===== src/rtl/gb_ppu_pkg.sv =====
// Shared PPU definitions: mode encoding, default LCD geometry, framebuffer entry
// layout and the BGP palette lookup.
package gb_ppu_pkg;

    localparam int unsigned LCD_WIDTH  = 160;
    localparam int unsigned LCD_HEIGHT = 144;
    localparam int unsigned FB_ADDR_W  = 15;
    localparam int unsigned SHADE_W    = 2;

    typedef enum logic [1:0] {
        H_BLANK = 2'd0,
        V_BLANK = 2'd1,
        SCAN    = 2'd2,
        DRAW    = 2'd3
    } ppu_mode_e;

    typedef struct packed {
        logic [FB_ADDR_W-1:0] addr;
        logic [SHADE_W-1:0]   shade;
    } fb_entry_t;

    // Colour index n selects BGP[2n+1:2n].
    function automatic logic [SHADE_W-1:0] bgp_shade(input logic [7:0] bgp,
                                                      input logic [1:0] idx);
        return bgp[{idx, 1'b0} +: SHADE_W];
    endfunction

endpackage


===== src/rtl/lcd_px_fifo.sv =====
// Synchronous FIFO with wrap-bit pointers; a full FIFO accepts a push only
// when a pop happens in the same cycle.
module lcd_px_fifo #(
    parameter int unsigned DATA_W = 17,
    parameter int unsigned DEPTH  = 8
) (
    input  logic                     clk,
    input  logic                     rst,
    input  logic                     push,
    input  logic [DATA_W-1:0]        wdata,
    input  logic                     pop,
    output logic [DATA_W-1:0]        rdata,
    output logic                     full,
    output logic                     empty,
    output logic [$clog2(DEPTH):0]   count
);

    localparam int unsigned AW = $clog2(DEPTH);
    localparam int unsigned PW = AW + 1;

    logic [PW-1:0]     wr_ptr;
    logic [PW-1:0]     rd_ptr;
    logic [DATA_W-1:0] mem [DEPTH];
    logic              do_push;
    logic              do_pop;

    assign empty   = (wr_ptr == rd_ptr);
    assign full    = (wr_ptr[AW] != rd_ptr[AW]) && (wr_ptr[AW-1:0] == rd_ptr[AW-1:0]);
    assign count   = wr_ptr - rd_ptr;
    assign rdata   = mem[rd_ptr[AW-1:0]];
    assign do_pop  = pop && !empty;
    assign do_push = push && (!full || do_pop);

    always_ff @(posedge clk) begin
        if (rst) begin
            wr_ptr <= '0;
            rd_ptr <= '0;
        end else begin
            if (do_push) wr_ptr <= wr_ptr + PW'(1);
            if (do_pop)  rd_ptr <= rd_ptr + PW'(1);
        end
    end

    // Storage needs no reset; empty pointers mask its contents.
    always_ff @(posedge clk) begin
        if (do_push) mem[wr_ptr[AW-1:0]] <= wdata;
    end

endmodule


===== src/rtl/lcd_fb_writer.sv =====
// Captures DRAW-mode pixels, maps them through BGP and streams
// {address, shade} writes into the LCD framebuffer through a small FIFO.
module lcd_fb_writer
    import gb_ppu_pkg::*;
#(
    parameter int unsigned WIDTH      = LCD_WIDTH,
    parameter int unsigned HEIGHT     = LCD_HEIGHT,
    parameter int unsigned FIFO_DEPTH = 8
) (
    input  logic                 clk,
    input  logic                 rst,
    input  logic [1:0]           PX_IN,
    input  logic                 PX_valid,
    input  logic [1:0]           PPU_MODE,
    input  logic [7:0]           BGP,
    input  logic                 OVF_CLR,
    output logic                 FB_WR,
    output logic [FB_ADDR_W-1:0] FB_ADDR,
    output logic [SHADE_W-1:0]   FB_DATA,
    input  logic                 FB_READY,
    output logic                 FRAME_DONE,
    output logic                 OVERFLOW
);

    localparam int unsigned X_W   = $clog2(WIDTH + 1);
    localparam int unsigned Y_W   = $clog2(HEIGHT + 1);
    localparam int unsigned CNT_W = $clog2(FIFO_DEPTH) + 1;

    typedef enum logic [1:0] {
        SYNC   = 2'd0,
        ACTIVE = 2'd1,
        DRAIN  = 2'd2,
        VBLANK = 2'd3
    } state_e;

    state_e               state;
    state_e               state_nxt;
    ppu_mode_e            mode;
    ppu_mode_e            prev_mode;
    logic [X_W-1:0]       x;
    logic [Y_W-1:0]       y;
    logic [FB_ADDR_W-1:0] addr;
    logic [FB_ADDR_W-1:0] line_base;
    logic                 capture_c;
    logic                 line_adv_c;
    logic                 frame_start_c;
    logic                 frame_done_c;
    logic                 push_drop_c;
    logic                 pop_c;
    logic                 fifo_full;
    logic                 fifo_empty;
    logic [CNT_W-1:0]     fifo_count;
    fb_entry_t            push_entry;
    fb_entry_t            head;

    assign mode = ppu_mode_e'(PPU_MODE);

    always_ff @(posedge clk) begin
        if (rst) state <= SYNC;
        else     state <= state_nxt;
    end

    always_comb begin
        state_nxt = state;
        case (state)
            SYNC:    if (mode == V_BLANK)    state_nxt = VBLANK;
            VBLANK:  if (mode != V_BLANK)    state_nxt = ACTIVE;
            ACTIVE:  if (mode == V_BLANK)    state_nxt = DRAIN;
            DRAIN:   if (fifo_count == '0)   state_nxt = VBLANK;
            default:                         state_nxt = SYNC;
        endcase
    end

    always_comb begin
        capture_c     = 1'b0;
        line_adv_c    = 1'b0;
        frame_start_c = 1'b0;
        frame_done_c  = 1'b0;
        case (state)
            ACTIVE: begin
                capture_c  = PX_valid && (mode == DRAW) &&
                             (x < X_W'(WIDTH)) && (y < Y_W'(HEIGHT));
                line_adv_c = (prev_mode == DRAW) && (mode == H_BLANK);
            end
            VBLANK:  frame_start_c = (mode != V_BLANK);
            DRAIN:   frame_done_c  = (fifo_count == '0);
            default: ;
        endcase
    end

    assign pop_c       = !fifo_empty && FB_READY;
    assign push_drop_c = capture_c && fifo_full && !pop_c;
    assign push_entry  = '{addr: addr, shade: bgp_shade(BGP, PX_IN)};

    // Position tracking: addr runs with x and steps by WIDTH per line.
    always_ff @(posedge clk) begin
        if (rst) begin
            x          <= '0;
            y          <= '0;
            addr       <= '0;
            line_base  <= '0;
            prev_mode  <= H_BLANK;
            FRAME_DONE <= 1'b0;
            OVERFLOW   <= 1'b0;
        end else begin
            prev_mode  <= mode;
            FRAME_DONE <= frame_done_c;
            if (push_drop_c)  OVERFLOW <= 1'b1;
            else if (OVF_CLR) OVERFLOW <= 1'b0;
            if (frame_start_c) begin
                x         <= '0;
                y         <= '0;
                addr      <= '0;
                line_base <= '0;
            end else if (capture_c) begin
                x    <= x + X_W'(1);
                addr <= addr + FB_ADDR_W'(1);
            end else if (line_adv_c) begin
                x <= '0;
                if (y < Y_W'(HEIGHT)) begin
                    y         <= y + Y_W'(1);
                    line_base <= line_base + FB_ADDR_W'(WIDTH);
                    addr      <= line_base + FB_ADDR_W'(WIDTH);
                end
            end
        end
    end

    lcd_px_fifo #(
        .DATA_W ($bits(fb_entry_t)),
        .DEPTH  (FIFO_DEPTH)
    ) u_fifo (
        .clk   (clk),
        .rst   (rst),
        .push  (capture_c),
        .wdata (push_entry),
        .pop   (pop_c),
        .rdata (head),
        .full  (fifo_full),
        .empty (fifo_empty),
        .count (fifo_count)
    );

    assign FB_WR   = !fifo_empty;
    assign FB_ADDR = fifo_empty ? '0 : head.addr;
    assign FB_DATA = fifo_empty ? '0 : head.shade;

endmodule


===== config.mk =====
export PLATFORM = sky130hd
export DESIGN_NAME = lcd_fb_writer
export DESIGN_NICKNAME = d
export VERILOG_FILES = /design/src/rtl/gb_ppu_pkg.sv /design/src/rtl/lcd_px_fifo.sv /design/src/rtl/lcd_fb_writer.sv
export SDC_FILE = /design/constraint.sdc
export NUM_CORES = 1
export LEC_CHECK = 0
export CORE_UTILIZATION = 63
export DETAILED_ROUTE_END_ITERATION = 8
export DONT_BUFFER_PORTS = 1
export GPL_ROUTABILITY_DRIVEN = 0
export PLACE_DENSITY = 0.79
export SYNTH_ARGS = -nofsm -noshare
export SYNTH_HDL_FRONTEND = slang
export SYNTH_SLANG_ARGS = --single-unit
export TNS_END_PERCENT = 1

===== constraint.sdc =====
create_clock -name clk -period 4 [get_ports clk]
set_input_delay 0.8 -clock clk [delete_from_list [all_inputs] [get_ports clk]]
set_output_delay 0.8 -clock clk [all_outputs]
set_load 0.01 [all_outputs]

**Word level (Yosys, flattened, before mapping)**

Memory sizes are Yosys's and may differ from the RTL's. A register that Yosys moved wholly into a read port is not among the register bits.
Index checks and enable logic that the tools add are counted.

- Memories: 1
- Memory bits (writable): 136
- Register bits after elaboration: 60
- Word-level logic and storage cells: 83
- Input bits: 17

- Add/subtract/negate cells: 7
- Muxes and demuxes: 21
- Bitwise operators: 2
- Equality and inequality tests: 14
- Shifts and indexed selects: 1
- Reductions and logical operators: 25
- Order comparisons: 2

Memories:

| name | depth | bits a word | read ports | clocked after memory_dff | write ports | RTL line | text |
|---|---|---|---|---|---|---|---|
| u_fifo.mem | 8 | 17 | 1 | 1 | 1 | lcd_px_fifo.sv:23 | `logic [DATA_W-1:0] mem [DEPTH];` |

Operator list:

| cell | number |
|---|---|
| 2-to-1 mux 15 bit | 4 |
| adder 8 x 1 -> 8 bit, second input constant | 2 |
| < comparator 8 bit, second input constant | 2 |
| 2-to-1 mux 8 bit | 2 |
| adder 15 x 1 -> 15 bit, second input constant | 1 |
| adder 15 x 8 -> 15 bit, second input constant | 1 |
| logical AND 1 bit | 10 |
| 2-to-1 mux 2 bit | 5 |
| adder 4 x 1 -> 4 bit, second input constant | 2 |
| == test 2 bit, second input constant | 4 |
| != test 2 bit, second input constant | 4 |
| case mux 2 bit (4 select lines) | 1 |
| indexed part select 8 x 4 -> 2 bit | 1 |
| 2-to-1 mux 1 bit | 7 |
| 2-to-1 mux 3 bit | 2 |
| nonzero test 2 bit | 3 |
| == test 2 x 1 -> 1 bit, second input constant | 2 |
| == test 4 bit | 1 |
| zero test 2 bit | 2 |
| zero test 4 bit | 1 |
| AND reduction 4 bit | 1 |
| OR reduction 2 bit | 2 |
| subtractor 4 bit | 1 |
| == test 3 bit | 1 |
| 7 further kinds | 10 |

**Depth between registers and ports, before layout**

Gate-level depths: netlist of the first run.

- Depth in word-level cells: 8
- Gate-level depth with buffers: 8

**Hierarchy**

Synthesis of the first run repeated with hierarchy kept, for this count alone.

- Cell total of the unflattened synthesis: 569
- Area total of the unflattened synthesis: 8351.8 um^2

By module, submodules not included:

| module | cells an instance | instances | seq. area each (um^2) | area an instance (um^2) |
|---|---|---|---|---|
| lcd_px_fifo | 270 | 1 | 4304.1 | 5836.8 |
| lcd_fb_writer | 299 | 1 | 940.9 | 2514.9 |

**Least setup slack after synthesis of the first run**

OpenSTA, ideal clock, no wires.

- Kind: input to register
- Start point: in PX_valid
- End point: mem u_fifo.mem[0][0], enable pin
- Path buffers: 1
- Stages: 5
- Setup slack: 0.264 ns
- Library setup time: 0.435 ns
- Arrival: 3.301 ns
- Cell sequence: nand3_1 > nor4_4 > buf_4 > nand2_1 > nor4_1

- Longest elaborated chain between the ends: 7

RTL lines:

| element | RTL line | text |
|---|---|---|
| start: declaration | lcd_fb_writer.sv:13 | `input logic PX_valid,` |
| logical AND 1 bit (2 in a row) | lcd_fb_writer.sv:81 | `capture_c = PX_valid && (mode == DRAW) &&` |
| logical AND 1 bit | lcd_fb_writer.sv:82 | `(x < X_W'(WIDTH)) && (y < Y_W'(HEIGHT));` |
| 2-to-1 mux 1 bit | lcd_fb_writer.sv:79 | `case (state)` |
| logical AND 1 bit | lcd_px_fifo.sv:32 | `assign do_push = push && (!full \|\| do_pop);` |
| 2-to-1 mux 1 bit | lcd_px_fifo.sv:46 | `if (do_push) mem[wr_ptr[AW-1:0]] <= wdata;` |
| 2-to-1 mux 1 bit (implied by the code) | lcd_px_fifo.sv:46 |  |
| end: declaration | lcd_px_fifo.sv:23 |  |

No other way between the ends.

==> results.sh, run 1 <==
export IMPL_place_inst=720
export IMPL_slew_headroom=0.330
export IMPL_status="finished, final reports clean"
export IMPL_grt_use_total=0.259
export IMPL_dr_pass1_iters=5
export IMPL_dieHeight_um=115
export IMPL_grt_pass1_vias=4736
export IMPL_critPathMaxStageDelay_ns=0.78
export IMPL_fill_cells=765
export IMPL_clk_pin_slew_ns=0.07
export IMPL_routed_via_density=6.24
export IMPL_tritoncts="yes"
export IMPL_hold_violations=0
export IMPL_io_buffers=0
export IMPL_cts_sinks=194
export IMPL_antenna_cells=0
export IMPL_grt_pass1_wl_mm=24.7
export IMPL_synth_cell_type_count=55
export IMPL_worstPathMaxFanout=19
export IMPL_layout_setup_ws_ns=0.850
export IMPL_yosys_area_share_adder=0.0140
export IMPL_vias=4696
export IMPL_grt_util_met3=0.0559
export IMPL_cts_buffers=17
export IMPL_crit_type="reg -> out"
export IMPL_grt_util_met2=0.435
export IMPL_die_w_um=115
export IMPL_finalCritPeriodShare=0.787
export IMPL_rows=40
export IMPL_finalNetCount=597
export IMPL_wl_mm=15.5
export IMPL_synth_xor_area_share=0.0424
export IMPL_synth_cells=559
export IMPL_leakage_nw=2.78
export IMPL_startpoint_type="flop"
export IMPL_crit_slowest_cell="dfxtp_2"
export IMPL_crit_arrival_ns=2.35
export IMPL_ys_seq_area_frac=0.651
export IMPL_worst_slew_pin_slew_ns=1.00
export IMPL_boundaryPins=37
export IMPL_synth_edf_count=136
export IMPL_async_flop_share=0
export IMPL_synth_compound_area_frac=0.0512
export IMPL_ir_worst_vdd_mv=0.269
export IMPL_synthToLayoutAreaGrowth_pct=10.3
export IMPL_postCtsHoldBufs=0
export IMPL_synth_mux_area_frac=0.122
export IMPL_hp_class="in -> reg"
export IMPL_synth_main_ff_cell="edfxtp_1"
export IMPL_ys_warn_count=0
export IMPL_drive_gt1_frac=0.161
export IMPL_maxCapViolCount=0
export IMPL_clockBufferDepth=2
export IMPL_whs_ns=0.432
export IMPL_wire_per_inst_um=20.6
export IMPL_max_freq_ghz=0.317
export IMPL_dpl_worst_slack_ns=1.30
export IMPL_r2r_setup_slack_ns=1.71
export IMPL_die_area_um2=13200
export IMPL_synth_top_family_by_area="multiplexers"
export IMPL_ctsResizeCount=0
export IMPL_cts_root_buf="clkbuf_16"
export IMPL_required_ns=3.20
export IMPL_start_util=0.657
export IMPL_antenna_found_initial=0
export IMPL_hpwl_mm=9.58
export IMPL_htreeDepth=4
export IMPL_core_area_um2=12300
export IMPL_synth_area_per_cell_um2=14.4
export IMPL_gr_max_usage_layer="met2"
export IMPL_grt_max_degree=35
export IMPL_rsz0062_at_grt="false"
export IMPL_drt_initial_drc_count=427
export IMPL_fin_util=0.725
export IMPL_finalClockSkew_ns=0.0131
export IMPL_tns_ns=0
export IMPL_cts_setup_buffers=0
export IMPL_syn_cell_area_um2=8060
export IMPL_grt_util_met1=0.332
export IMPL_clk_latency_ns=0.44
export IMPL_period_needed_ns=3.15
export IMPL_setup_violations=0
export IMPL_crit_chain="buf_12 > mux4_2 > mux2i_1 > nor2_1"
export IMPL_synthSimpleGateAreaFrac=0.105
export IMPL_critPathCaptureType="primary output"
export IMPL_finalNonFillerCells=752
export IMPL_p_per_area_nw_per_um2=438
export IMPL_postRouteAntennaNets=0
export IMPL_synth_nets=585
export IMPL_ys_ff_latch=194
export IMPL_grt_overflow=0
export IMPL_drc=0
export IMPL_maxSlewViolCount=0
==> Yosys cell counts, types with 3 or more instances <==
master	instances	area, µm²
dfxtp_1	58	1160
a2bb2oi_1	4	35.0
ha_1	9	113
or3_1	3	18.8
xor2_1	23	201
and3_1	7	43.8
clkbuf_1	11	41.3
nor2b_1	4	25.0
mux4_2	36	811
mux2i_1	17	170
nand2_1	35	131
edfxtp_1	136	4080
inv_1	6	22.5
nand4_1	11	68.8
nand3_1	19	95.1
nor3_1	10	50.1
a21oi_1	19	95.1
buf_2	6	30.0
nor2_1	69	259
a211oi_1	4	30.0
o31ai_1	3	22.5
nand2b_1	3	18.8
o21ai_0	12	60.1
xnor2_1	16	140
==> final cells by class <==
class,count,area (µm²),share of cell area
clock inverters,14,141,0.0159
well taps,168,210,0.0237
flip-flops and latches,194,5250,0.590
clock buffers,18,429,0.0483
repair buffers,14,118,0.0132
inverters,6,22.5,0.00253
multi-input cells,338,2720,0.306
==> cells in the final DEF, fill, tap and decap left out, types with 11 or more instances in the layout <==
master / n
nand2_1: 35
xor2_1: 23
o21ai_0: 12
dfxtp_1: 57
mux2i_1: 17
nor2_1: 69
clkbuf_16: 17
nand4_1: 11
nand3_1: 19
edfxtp_1: 136
a21oi_1: 19
buf_4: 13
xnor2_1: 16
mux4_2: 36
==> state kept, by name, summed over array words and instances (netlist names), named ones only <==
register,count
u_fifo.wr_ptr,4
prev_mode,2
u_fifo.mem,136
x,8
line_base,10
u_fifo.rd_ptr,4
FRAME_DONE,1
state,2
addr,15
OVERFLOW,1
y,8
==> where the power goes <==
| group | internal [mW] | switching (mW) | total (mW) |
|---|---|---|---|
| combinational | 0.0427 | 0.0621 | 0.105 |
| clock | 0.916 | 0.711 | 1.63 |
| sequential | 2.14 | 0.0175 | 2.16 |
| total | 3.10 | 0.791 | 3.89 |
==> logic make-up after synthesis <==
kind of cell / count (synthesis)
buffers and inverters: 27
adders and majority gates: 9
and+or+nand+nor: 175
DFF: 194
AOI/OAI and AO/OA: 62
xor gates and xnor gates: 39
muxes: 53
==> routing by layer <==
layer | wire length, µm | up-vias
li1 | - | 2153
met1 | 6350 | 2356
met2 | 7950 | 168
met3 | 942 | 19
met4 | 257 | 0
met5 | 0 | -
==> worst max-delay path: cells and delay by family, from the launching register on <==
| kind | cells | cell delay [ns] |
|---|---|---|
| simple gates | 1 | 0.11 |
| buf+inv | 1 | 0.27 |
| flops | 1 | 0.78 |
| mux | 2 | 0.75 |
==> metrics by stage <==
stage	area [µm²]	power [mW]
after floorplan	8060	2.28
after global placement	8320	2.30
after detailed placement	8320	2.31
after CTS	8890	3.91
after global routing	8890	4.00
final	8890	3.89
==> final timing paths <==
check	cells past startpoint	from	endpoint
setup reg to reg	6	y[4]$_SDFFE_PP0P_	u_fifo.mem[0][8]$_DFFE_PP_
setup / recovery	4	flop	FB_ADDR[0]
hold / removal	1	rst	u_fifo.wr_ptr[3]$_SDFFE_PP0P_
hold reg to reg	2	y[1]$_SDFFE_PP0P_	y[1]$_SDFFE_PP0P_
No activity file was read; power rests on OpenSTA's default activity.
==> run 2: changes to the inputs <==
==> constraint.sdc (replaced) <==
create_clock -name clk -period 2.97 [get_ports clk]
set_input_delay 0.594 -clock clk [delete_from_list [all_inputs] [get_ports clk]]
set_output_delay 0.594 -clock clk [all_outputs]
set_load 0.01 [all_outputs]
==> run 2 against run 1 <==
  * First-iteration DRC count decreased by 19%
  * Via count fell by 1.4%
  * Worst setup slack got worse by 0.47 ns
  * Flip-flop and latch count did not move
  * Cell count grew 0.13%
  * Sequential power up 34%
  * Sequential share of layout area down 0.22 points
  * Clock power up 36%
  * Die area stayed put
  * Hold slack got worse by 0.20 ns
  * Total power is 36% higher
  * Largest cell class unchanged
==> results.sh, run 2 (synthesis results as in run 1) <==
export IMPL_postCtsHoldBufs=0
export IMPL_critical_path_top_delay_family="flip-flops"
export IMPL_cp_common_cell="nor2_1"
export IMPL_fin_util=0.728
export IMPL_crit_type="reg -> out"
export IMPL_clk_latency_ns=0.43
export IMPL_critPathCaptureType="primary output"
export IMPL_hold_violations=0
export IMPL_largest_reg_flops=136
export IMPL_ctsResizeCount=0
export IMPL_start_util=0.657
export IMPL_cts_setup_buffers=0
export IMPL_setup_violations=0
export IMPL_die_w_um=115
export IMPL_grt_use_total=0.254
export IMPL_grt_overflow=0
export IMPL_antenna_cells=0
export IMPL_leakage_nw=2.77
export IMPL_dieHeight_um=115
export IMPL_final_cell_area_um2=8920
export IMPL_postRouteAntennaNets=0
export IMPL_wl_mm=15.4
export IMPL_drc=0
export IMPL_clockBufferDepth=2
export IMPL_synthToLayoutAreaGrowth_pct=10.7
export IMPL_mostFrequentLayoutCells="136 x edfxtp_1, 69 x nor2_1, 57 x dfxtp_1"
export IMPL_cts_sinks=194
export IMPL_worst_slew_pin_slew_ns=0.637
export IMPL_finalCritPeriodShare=0.870
export IMPL_crit_slowest_cell="dfxtp_1"
export IMPL_startpoint_type="flop"
export IMPL_clk_pin_slew_ns=0.07
export IMPL_r2r_setup_slack_ns=0.63
export IMPL_p_per_area_nw_per_um2=591
export IMPL_crit_arrival_ns=1.99
export IMPL_grt_pass1_wl_mm=24.0
export IMPL_multiInputGateArea_um2=2730
export IMPL_drt_initial_drc_count=348
export IMPL_maxCapViolCount=0
export IMPL_tns_ns=0
export IMPL_drive_gt1_frac=0.164
export IMPL_grt_max_degree=35
export IMPL_die_area_um2=13200
export IMPL_finalNetCount=599
export IMPL_period_needed_ns=2.58
export IMPL_antenna_found_initial=0
export IMPL_rows=40
export IMPL_maxSlewViolCount=0
export IMPL_status="finished, final reports clean"
export IMPL_placed_area_um2=8340
export IMPL_hpwl_mm=9.78
export IMPL_layout_setup_ws_ns=0.385
export IMPL_power_mw=5.27
export IMPL_slew_headroom=0.575
export IMPL_finalClockSkew_ns=0.00918
export IMPL_vias=4628
export IMPL_wire_per_inst_um=20.5
export IMPL_dpl_worst_slack_ns=0.587
export IMPL_core_area_um2=12300
export IMPL_hp_class="in -> reg"
export IMPL_dr_pass1_iters=5
export IMPL_io_buffers=0
export IMPL_crit_chain="inv_1 > ha_1 > nand3_1 > nor2_1 > buf_4 > nor2_1"
export IMPL_htreeDepth=4
export IMPL_worstPathMaxFanout=18
export IMPL_fill_cells=796
export IMPL_rsz0062_at_grt="false"
export IMPL_grt_pass1_vias=4662
export IMPL_routed_via_density=6.15
export IMPL_worst_path_buf_inv=2
export IMPL_boundaryPins=37
export IMPL_regArea_um2=5250
export IMPL_critPathMaxStageDelay_ns=0.50
export IMPL_max_freq_ghz=0.387
export IMPL_layout_commonest_cell="edfxtp_1"
export IMPL_cts_buffers=17
export IMPL_tritoncts="yes"
export IMPL_required_ns=2.38
export IMPL_ir_worst_vdd_mv=0.399
export IMPL_cts_root_buf="clkbuf_16"
## run 2: through the flow
step	hold slack (ns)	cells
3_3_place_gp	0.465	722
4_1_cts	0.216	753
2_1_floorplan	0.453	559
5_1_grt	0.204	753
3_5_place_dp	0.477	722
6_report	0.227	753
## run 2: path summary, 6_finish.rpt
kind / startpoint / end / cells after the start
max: u_fifo.wr_ptr[0]$_SDFFE_PP0P_ / FB_DATA[0] / 6
min: rst / u_fifo.wr_ptr[1]$_SDFFE_PP0P_ / 1
max reg2reg: u_fifo.wr_ptr[0]$_SDFFE_PP0P_ / u_fifo.mem[2][10]$_DFFE_PP_ / 7
min reg2reg: line_base[6]$_SDFFE_PP0P_ / line_base[6]$_SDFFE_PP0P_ / 2
## run 2: worst register-to-register path: cells and delay by family, from the launching register on
| family | cells | cell delay (ns) |
|---|---|---|
| buffers and inverters | 2 | 0.38 |
| AND/OR/NAND/NOR | 4 | 0.88 |
| flip-flops | 1 | 0.50 |
| adder cells (fa/ha/maj) | 1 | 0.32 |
## run 2: power by group
| group | internal, mW | leakage [nW] | switching (mW) |
|---|---|---|---|
| Combinational | 0.0589 | 0.847 | 0.0902 |
| Sequential | 2.88 | 1.66 | 0.0175 |
| Clock | 1.25 | 0.264 | 0.975 |
| Total | 4.19 | 2.77 | 1.08 |
## run 2: final cells by class
| class | count | share of cell area |
|---|---|---|
| clock buffer | 17 | 0.0477 |
| clock inverter | 14 | 0.0174 |
| inverter | 6 | 0.00252 |
| multi-input combinational | 338 | 0.306 |
| sequential | 194 | 0.588 |
| tap | 168 | 0.0236 |
| timing repair buffer | 16 | 0.0149 |
## run 2: metal layers
metal	wire length (µm)	vias up	GRT usage
met5	0	-	0
met4	335	0	0.102
met3	560	25	0.0601
met2	8190	119	0.445
met1	6330	2327	0.303
li1	-	2157	-
